`src/rtl/game_state_controller_if.sv`:
```
// Game controller bus: frame/player events in, game state and status out.
// Latency: none here; this file only bundles the signals.
// Backpressure: none; every signal is a level or a one-clk pulse.
interface game_state_controller_if;
  logic        tick;
  logic        start_btn;
  logic        pacman_is_dead;
  logic        pellet_eaten;
  logic        logic_rst;
  logic        freeze;
  logic [2:0]  state;
  logic [1:0]  lives;
  logic [15:0] score;
  logic [8:0]  pellets_left;
  logic        game_over;
  logic        game_won;

  // Game logic / bench side: drives the events and observes the status.
  modport master (
    output tick, start_btn, pacman_is_dead, pellet_eaten,
    input  logic_rst, freeze, state, lives, score, pellets_left, game_over, game_won
  );

  // Controller side.
  modport slave (
    input  tick, start_btn, pacman_is_dead, pellet_eaten,
    output logic_rst, freeze, state, lives, score, pellets_left, game_over, game_won
  );
endinterface

```
`src/rtl/game_state_controller.sv`:
```
// Game flow FSM: IDLE/READY/PLAY/DYING/OVER/WON with lives, score and pellet bookkeeping.
// Latency: every qualifying input changes the registered outputs exactly one clk later.
// Backpressure: none; inputs that the current state does not use are ignored.
module game_state_controller #(
  parameter int LIVES_INIT    = 3,
  parameter int READY_FRAMES  = 120,
  parameter int DEATH_FRAMES  = 60,
  parameter int PELLET_COUNT  = 240,
  parameter int PELLET_POINTS = 10
) (
  input  logic                    clk,
  input  logic                    rst,
  game_state_controller_if.slave  gs
);

  localparam logic [2:0] S_IDLE  = 3'd0;
  localparam logic [2:0] S_READY = 3'd1;
  localparam logic [2:0] S_PLAY  = 3'd2;
  localparam logic [2:0] S_DYING = 3'd3;
  localparam logic [2:0] S_OVER  = 3'd4;
  localparam logic [2:0] S_WON   = 3'd5;

  localparam logic [1:0]  LIVES_LD  = 2'(LIVES_INIT);
  localparam logic [7:0]  READY_LD  = 8'(READY_FRAMES);
  localparam logic [7:0]  DEATH_LD  = 8'(DEATH_FRAMES);
  localparam logic [8:0]  PELLET_LD = 9'(PELLET_COUNT);
  localparam logic [16:0] POINTS_17 = 17'(PELLET_POINTS);

  logic [2:0]  state_q, state_d;
  logic [1:0]  lives_q, lives_d;
  logic [15:0] score_q, score_d;
  logic [8:0]  pellets_q, pellets_d;
  logic [7:0]  timer_q, timer_d;
  logic        logic_rst_q, freeze_q, over_q, won_q;
  logic [16:0] score_sum;

  // Score plus one pellet, wide by one bit so the carry flags saturation.
  assign score_sum = {1'b0, score_q} + POINTS_17;

  // Next-state and bookkeeping for the game flow.
  always_comb begin
    state_d   = state_q;
    lives_d   = lives_q;
    score_d   = score_q;
    pellets_d = pellets_q;
    timer_d   = timer_q;
    case (state_q)
      S_IDLE, S_OVER, S_WON: begin
        // A start also wins over a same-clk tick: the timer loads unmodified.
        if (gs.start_btn) begin
          state_d   = S_READY;
          lives_d   = LIVES_LD;
          score_d   = '0;
          pellets_d = PELLET_LD;
          timer_d   = READY_LD;
        end
      end
      S_READY: begin
        if (gs.tick) begin
          timer_d = timer_q - 8'd1;
          if (timer_q == 8'd1) state_d = S_PLAY;
        end
      end
      S_PLAY: begin
        // A pellet in the same clk as a death is still scored.
        if (gs.pellet_eaten) begin
          score_d   = score_sum[16] ? 16'hFFFF : score_sum[15:0];
          pellets_d = pellets_q - 9'd1;
        end
        // Clearing the maze beats dying on the same clk.
        if (gs.pellet_eaten && pellets_q == 9'd1) begin
          state_d = S_WON;
        end else if (gs.pacman_is_dead) begin
          state_d = S_DYING;
          timer_d = DEATH_LD;
        end
      end
      S_DYING: begin
        if (gs.tick) begin
          timer_d = timer_q - 8'd1;
          if (timer_q == 8'd1) begin
            lives_d = lives_q - 2'd1;
            if (lives_q == 2'd1) begin
              state_d = S_OVER;
            end else begin
              state_d = S_READY;
              timer_d = READY_LD;
            end
          end
        end
      end
      default: state_d = S_IDLE;
    endcase
  end

  // State registers; status flags are decoded from the next state so they stay aligned.
  always_ff @(posedge clk or posedge rst) begin
    if (rst) begin
      state_q     <= S_IDLE;
      lives_q     <= '0;
      score_q     <= '0;
      pellets_q   <= '0;
      timer_q     <= '0;
      logic_rst_q <= 1'b1;
      freeze_q    <= 1'b1;
      over_q      <= 1'b0;
      won_q       <= 1'b0;
    end else begin
      state_q     <= state_d;
      lives_q     <= lives_d;
      score_q     <= score_d;
      pellets_q   <= pellets_d;
      timer_q     <= timer_d;
      logic_rst_q <= (state_d == S_IDLE) || (state_d == S_READY);
      freeze_q    <= (state_d != S_PLAY);
      over_q      <= (state_d == S_OVER);
      won_q       <= (state_d == S_WON);
    end
  end

  assign gs.state        = state_q;
  assign gs.lives        = lives_q;
  assign gs.score        = score_q;
  assign gs.pellets_left = pellets_q;
  assign gs.logic_rst    = logic_rst_q;
  assign gs.freeze       = freeze_q;
  assign gs.game_over    = over_q;
  assign gs.game_won     = won_q;

endmodule
```
`src/flat_wrapper.sv`:
```
// flat-port wrapper written by rule: the top's interface ports become plain ports
module game_state_controller_flat 
#(
  parameter int LIVES_INIT    = 3,
  parameter int READY_FRAMES  = 120,
  parameter int DEATH_FRAMES  = 60,
  parameter int PELLET_COUNT  = 240,
  parameter int PELLET_POINTS = 10
)
  (clk, rst, gs_tick, gs_start_btn, gs_pacman_is_dead, gs_pellet_eaten, gs_logic_rst, gs_freeze, gs_state, gs_lives, gs_score, gs_pellets_left, gs_game_over, gs_game_won);
  game_state_controller_if gs_i ();
  input  logic clk;
  input  logic rst;
  input wire logic [$bits(gs_i.tick)-1:0] gs_tick;
  input wire logic [$bits(gs_i.start_btn)-1:0] gs_start_btn;
  input wire logic [$bits(gs_i.pacman_is_dead)-1:0] gs_pacman_is_dead;
  input wire logic [$bits(gs_i.pellet_eaten)-1:0] gs_pellet_eaten;
  output wire logic [$bits(gs_i.logic_rst)-1:0] gs_logic_rst;
  output wire logic [$bits(gs_i.freeze)-1:0] gs_freeze;
  output wire logic [$bits(gs_i.state)-1:0] gs_state;
  output wire logic [$bits(gs_i.lives)-1:0] gs_lives;
  output wire logic [$bits(gs_i.score)-1:0] gs_score;
  output wire logic [$bits(gs_i.pellets_left)-1:0] gs_pellets_left;
  output wire logic [$bits(gs_i.game_over)-1:0] gs_game_over;
  output wire logic [$bits(gs_i.game_won)-1:0] gs_game_won;
  assign gs_i.tick = gs_tick;
  assign gs_i.start_btn = gs_start_btn;
  assign gs_i.pacman_is_dead = gs_pacman_is_dead;
  assign gs_i.pellet_eaten = gs_pellet_eaten;
  assign gs_logic_rst = gs_i.logic_rst;
  assign gs_freeze = gs_i.freeze;
  assign gs_state = gs_i.state;
  assign gs_lives = gs_i.lives;
  assign gs_score = gs_i.score;
  assign gs_pellets_left = gs_i.pellets_left;
  assign gs_game_over = gs_i.game_over;
  assign gs_game_won = gs_i.game_won;
  game_state_controller #(.LIVES_INIT(LIVES_INIT), .READY_FRAMES(READY_FRAMES), .DEATH_FRAMES(DEATH_FRAMES), .PELLET_COUNT(PELLET_COUNT), .PELLET_POINTS(PELLET_POINTS)) u_core (.clk(clk), .rst(rst), .gs(gs_i));
endmodule
```
`config.mk`:
```
export PLATFORM = sky130hd
export DESIGN_NAME = game_state_controller_flat
export DESIGN_NICKNAME = d
export VERILOG_FILES = /design/src/rtl/game_state_controller_if.sv /design/src/rtl/game_state_controller.sv /design/src/flat_wrapper.sv
export SDC_FILE = /design/constraint.sdc
export NUM_CORES = 1
export LEC_CHECK = 0
export ABC_CLOCK_PERIOD_IN_PS = 2400
export CORE_ASPECT_RATIO = 2
export CORE_MARGIN = 2
export CORE_UTILIZATION = 53
export CTS_CLUSTER_SIZE = 28
export DETAILED_ROUTE_END_ITERATION = 10
export PLACE_DENSITY = 0.86
export SLEW_MARGIN = 10
export SYNTH_ARGS = -nofsm -noshare
export SYNTH_HDL_FRONTEND = slang
export SYNTH_SLANG_ARGS = --single-unit
export TNS_END_PERCENT = 20
```
`constraint.sdc`:
```
create_clock -name clk -period 2.4 [get_ports clk]
set_input_delay 0.24 -clock clk [delete_from_list [all_inputs] [get_ports clk]]
set_output_delay 0.24 -clock clk [all_outputs]
set_load 0.005 [all_outputs]
```
==> metrics.yaml <==
synth_most_common_cell: "dfrtp_1"
seq_area_frac_synth_pct: 45.4
grt_pass1_vias: 2094
fin_ws_ps: 255
use_met1_pct: 26.5
grt_util_met2_pct: 45.6
max_stage_delay_ps: 570
ys_types: 63
design.die.area_um2: 4960
hold_slack_ps: 382
cp_cell_sequence: "or4_4 > nor4b_4 > a21o_4 > o21ai_2 > a221o_1"
vdd_drop_max_mv: 0.659
synthXorXnorAreaFrac_pct: 2.26
stdcell_count: 351
core_um2: 4300
cts_setup_buffers: 0
synthAdderAreaFrac_pct: 3.23
slew_headroom_pct: 62.9
remaining_drc_errors: 0
hpwl_um: 4060
num_rows: 34
nets: 308
pwr_density_cell_nw_per_um2: 658
vias: 2128
yosys-top-cells-count: "dfrtp_1, nand2_1, nor2_1, a21oi_1"
grtUsageTotal_pct: 24.4
htreeDepth: 2
cp-start-kind: "flop"
finalPower_mw: 1.91
synth_mux_area_share_pct: 0.862
cts-root-buf: "clkbuf_8"
synth-compound-area-share_pct: 20.2
cts_made_buffers: 5
rr_worst_depth: 5
crit_fanout: 7
ys_ff_latch: 42
grt_busiest_layer: "met2"
ios: 40
yosys.area_share.simple_pct: 25.4
die-height_um: 97.6
syn_inst: 249
postRouteWirelength_um: 5540
skew_ps: 7.08
cts_tree: "built"
tightest_slew_ps: 552
gp_congestion: 0.836
clock_latency_ps: 290
path_buf_inv: 0
chipWidth_um: 50.8
maxCapViolations: 0
dp.cells: 343
slew_viol_final: 0
criticalPathCategory: "reg -> reg"
endpoint_kind: "flop"
syn-cell-area_um2: 2320
synth_top_family_by_area: "simple AND/OR/NAND/NOR gates"
post-place-ws_ps: 281
dr.pass1.iters: 4
utilization_pct: 67.6
ant_nets: 0
r2r_slack_ps: 260
finalCriticalPeriod_ps: 2140
antenna_found_initial: 0
netlist.area_leader.share_pct: 43.1
synth_area_per_cell_um2: 9.33
synthArstFlopShare_pct: 100
finalCritPeriodShare_pct: 89.4
ys.flop_type: "dfrtp_1"
clock.fmax_ghz: 0.466
globalRouteMet3Util_pct: 2.92
drive_above_1_share_pct: 9.76
post_cts_resized: 0
syn_nets: 261
synth.area.top_cells: "dfrtp_1, nand2_1, a21oi_1"
synth_edf_count: 0
wl_per_cell_um: 15.8
hold_violations: 0
timing.setup.tns_ps: 0
cts_sinks: 42
via_per_inst: 6.06
postCtsHoldBufs: 0
rsz0062_at_grt: "false"
cpMaxStageDelayCell: "or4_4"
syn2layout_area_growth_pct: 25.2
clkSlewWorstSetupHoldPaths_ps: 80
grt_pass1_wl_um: 9290
place_area_um2: 2820
start_util_pct: 54.0
drt-initial-drc-count: 48
cp_data_arrival_time_ps: 2330
portBuffers: 39
crit_required_ps: 2580
critPathTopFamily: "simple AND/OR/NAND/NOR gates"
status: "complete, no violations"
yosysWarnings: 0
final_area_um2: 2910
r2r_start: "u_core.timer_q[4]"
setup_viol: 0
cts_buffer_depth: 2
grt_max_degree: 43
overflow: 0
synth.largest_area_cell: "dfrtp_1"
r2r_end: "u_core.timer_q[2]"
p_leak_nw: 1.20
num_antenna_cells: 0
hp-class: "in -> async"
## state kept, by name, summed over array words and instances, names as in the netlist
name	cells
u_core.gs.game_won	1
u_core.timer_q	8
u_core.gs.state	3
u_core.gs.lives	2
u_core.gs.freeze	1
u_core.gs.game_over	1
u_core.gs.score	16
u_core.gs.logic_rst	1
u_core.gs.pellets_left	9
## placed cells by master (no fill, tap or decap), types with 4 or more instances in the layout
master / synthesis / final
clkbuf_8: 0 / 6
o21ai_0: 10 / 10
dfrtp_1: 40 / 40
o31ai_1: 5 / 5
nor3_1: 7 / 7
and3_1: 4 / 4
a211o_1: 4 / 4
nand3_1: 10 / 10
nand4_1: 5 / 5
buf_4: 0 / 9
nand2_1: 32 / 32
ha_1: 6 / 6
a21oi_1: 17 / 17
clkdlybuf4s50_1: 0 / 39
inv_1: 8 / 8
nor2_1: 22 / 22
## worst max-delay path by stage
stage	start	endpoint	slack (ps)	depth (start not counted)
finish	u_core.timer_q[4]	u_core.timer_q[2]	260	5
global placement	u_core.timer_q[4]	u_core.timer_q[2]	310	5
global route	u_core.timer_q[4]	u_core.timer_q[4]	120	5
detailed placement	u_core.timer_q[4]	u_core.timer_q[2]	280	5
floorplan	u_core.timer_q[4]	u_core.timer_q[2]	400	5
CTS	u_core.timer_q[4]	u_core.timer_q[2]	270	5
## tightest hold or removal path, stage by stage
cell             delay [ps]
clkdlybuf4s50_1         390
inv_1                    50
buf_4                   440
## cell type report
cell class	instances	area, um^2
fillers	362	1390
clock buffers	8	90.1
multi-input cells	191	1210
repair buffers	48	458
inverters	8	30.0
flip-flops and latches	42	1050
well taps	54	67.6
## layer usage
metal,up-vias,routed length (um)
li1,1008,-
met1,1040,2060
met2,72,3150
met3,8,220
met4,0,101
met5,-,0
## kinds of logic after synthesis
logic type,after synthesis
buffers and inverters,16
AOI/OAI and AO/OA,68
xor gates and xnor gates,6
adders and majority gates,6
DFF,42
and+or+nand+nor,109
muxes,2
## power by group
part | leakage [nW] | internal (mW) | switching, mW | total (mW)
Clock | 0.0455 | 0.235 | 0.235 | 0.470
Combinational | 0.628 | 0.250 | 0.238 | 0.488
Sequential | 0.525 | 0.814 | 0.140 | 0.954
No activity file was read; power rests on OpenSTA's default activity.
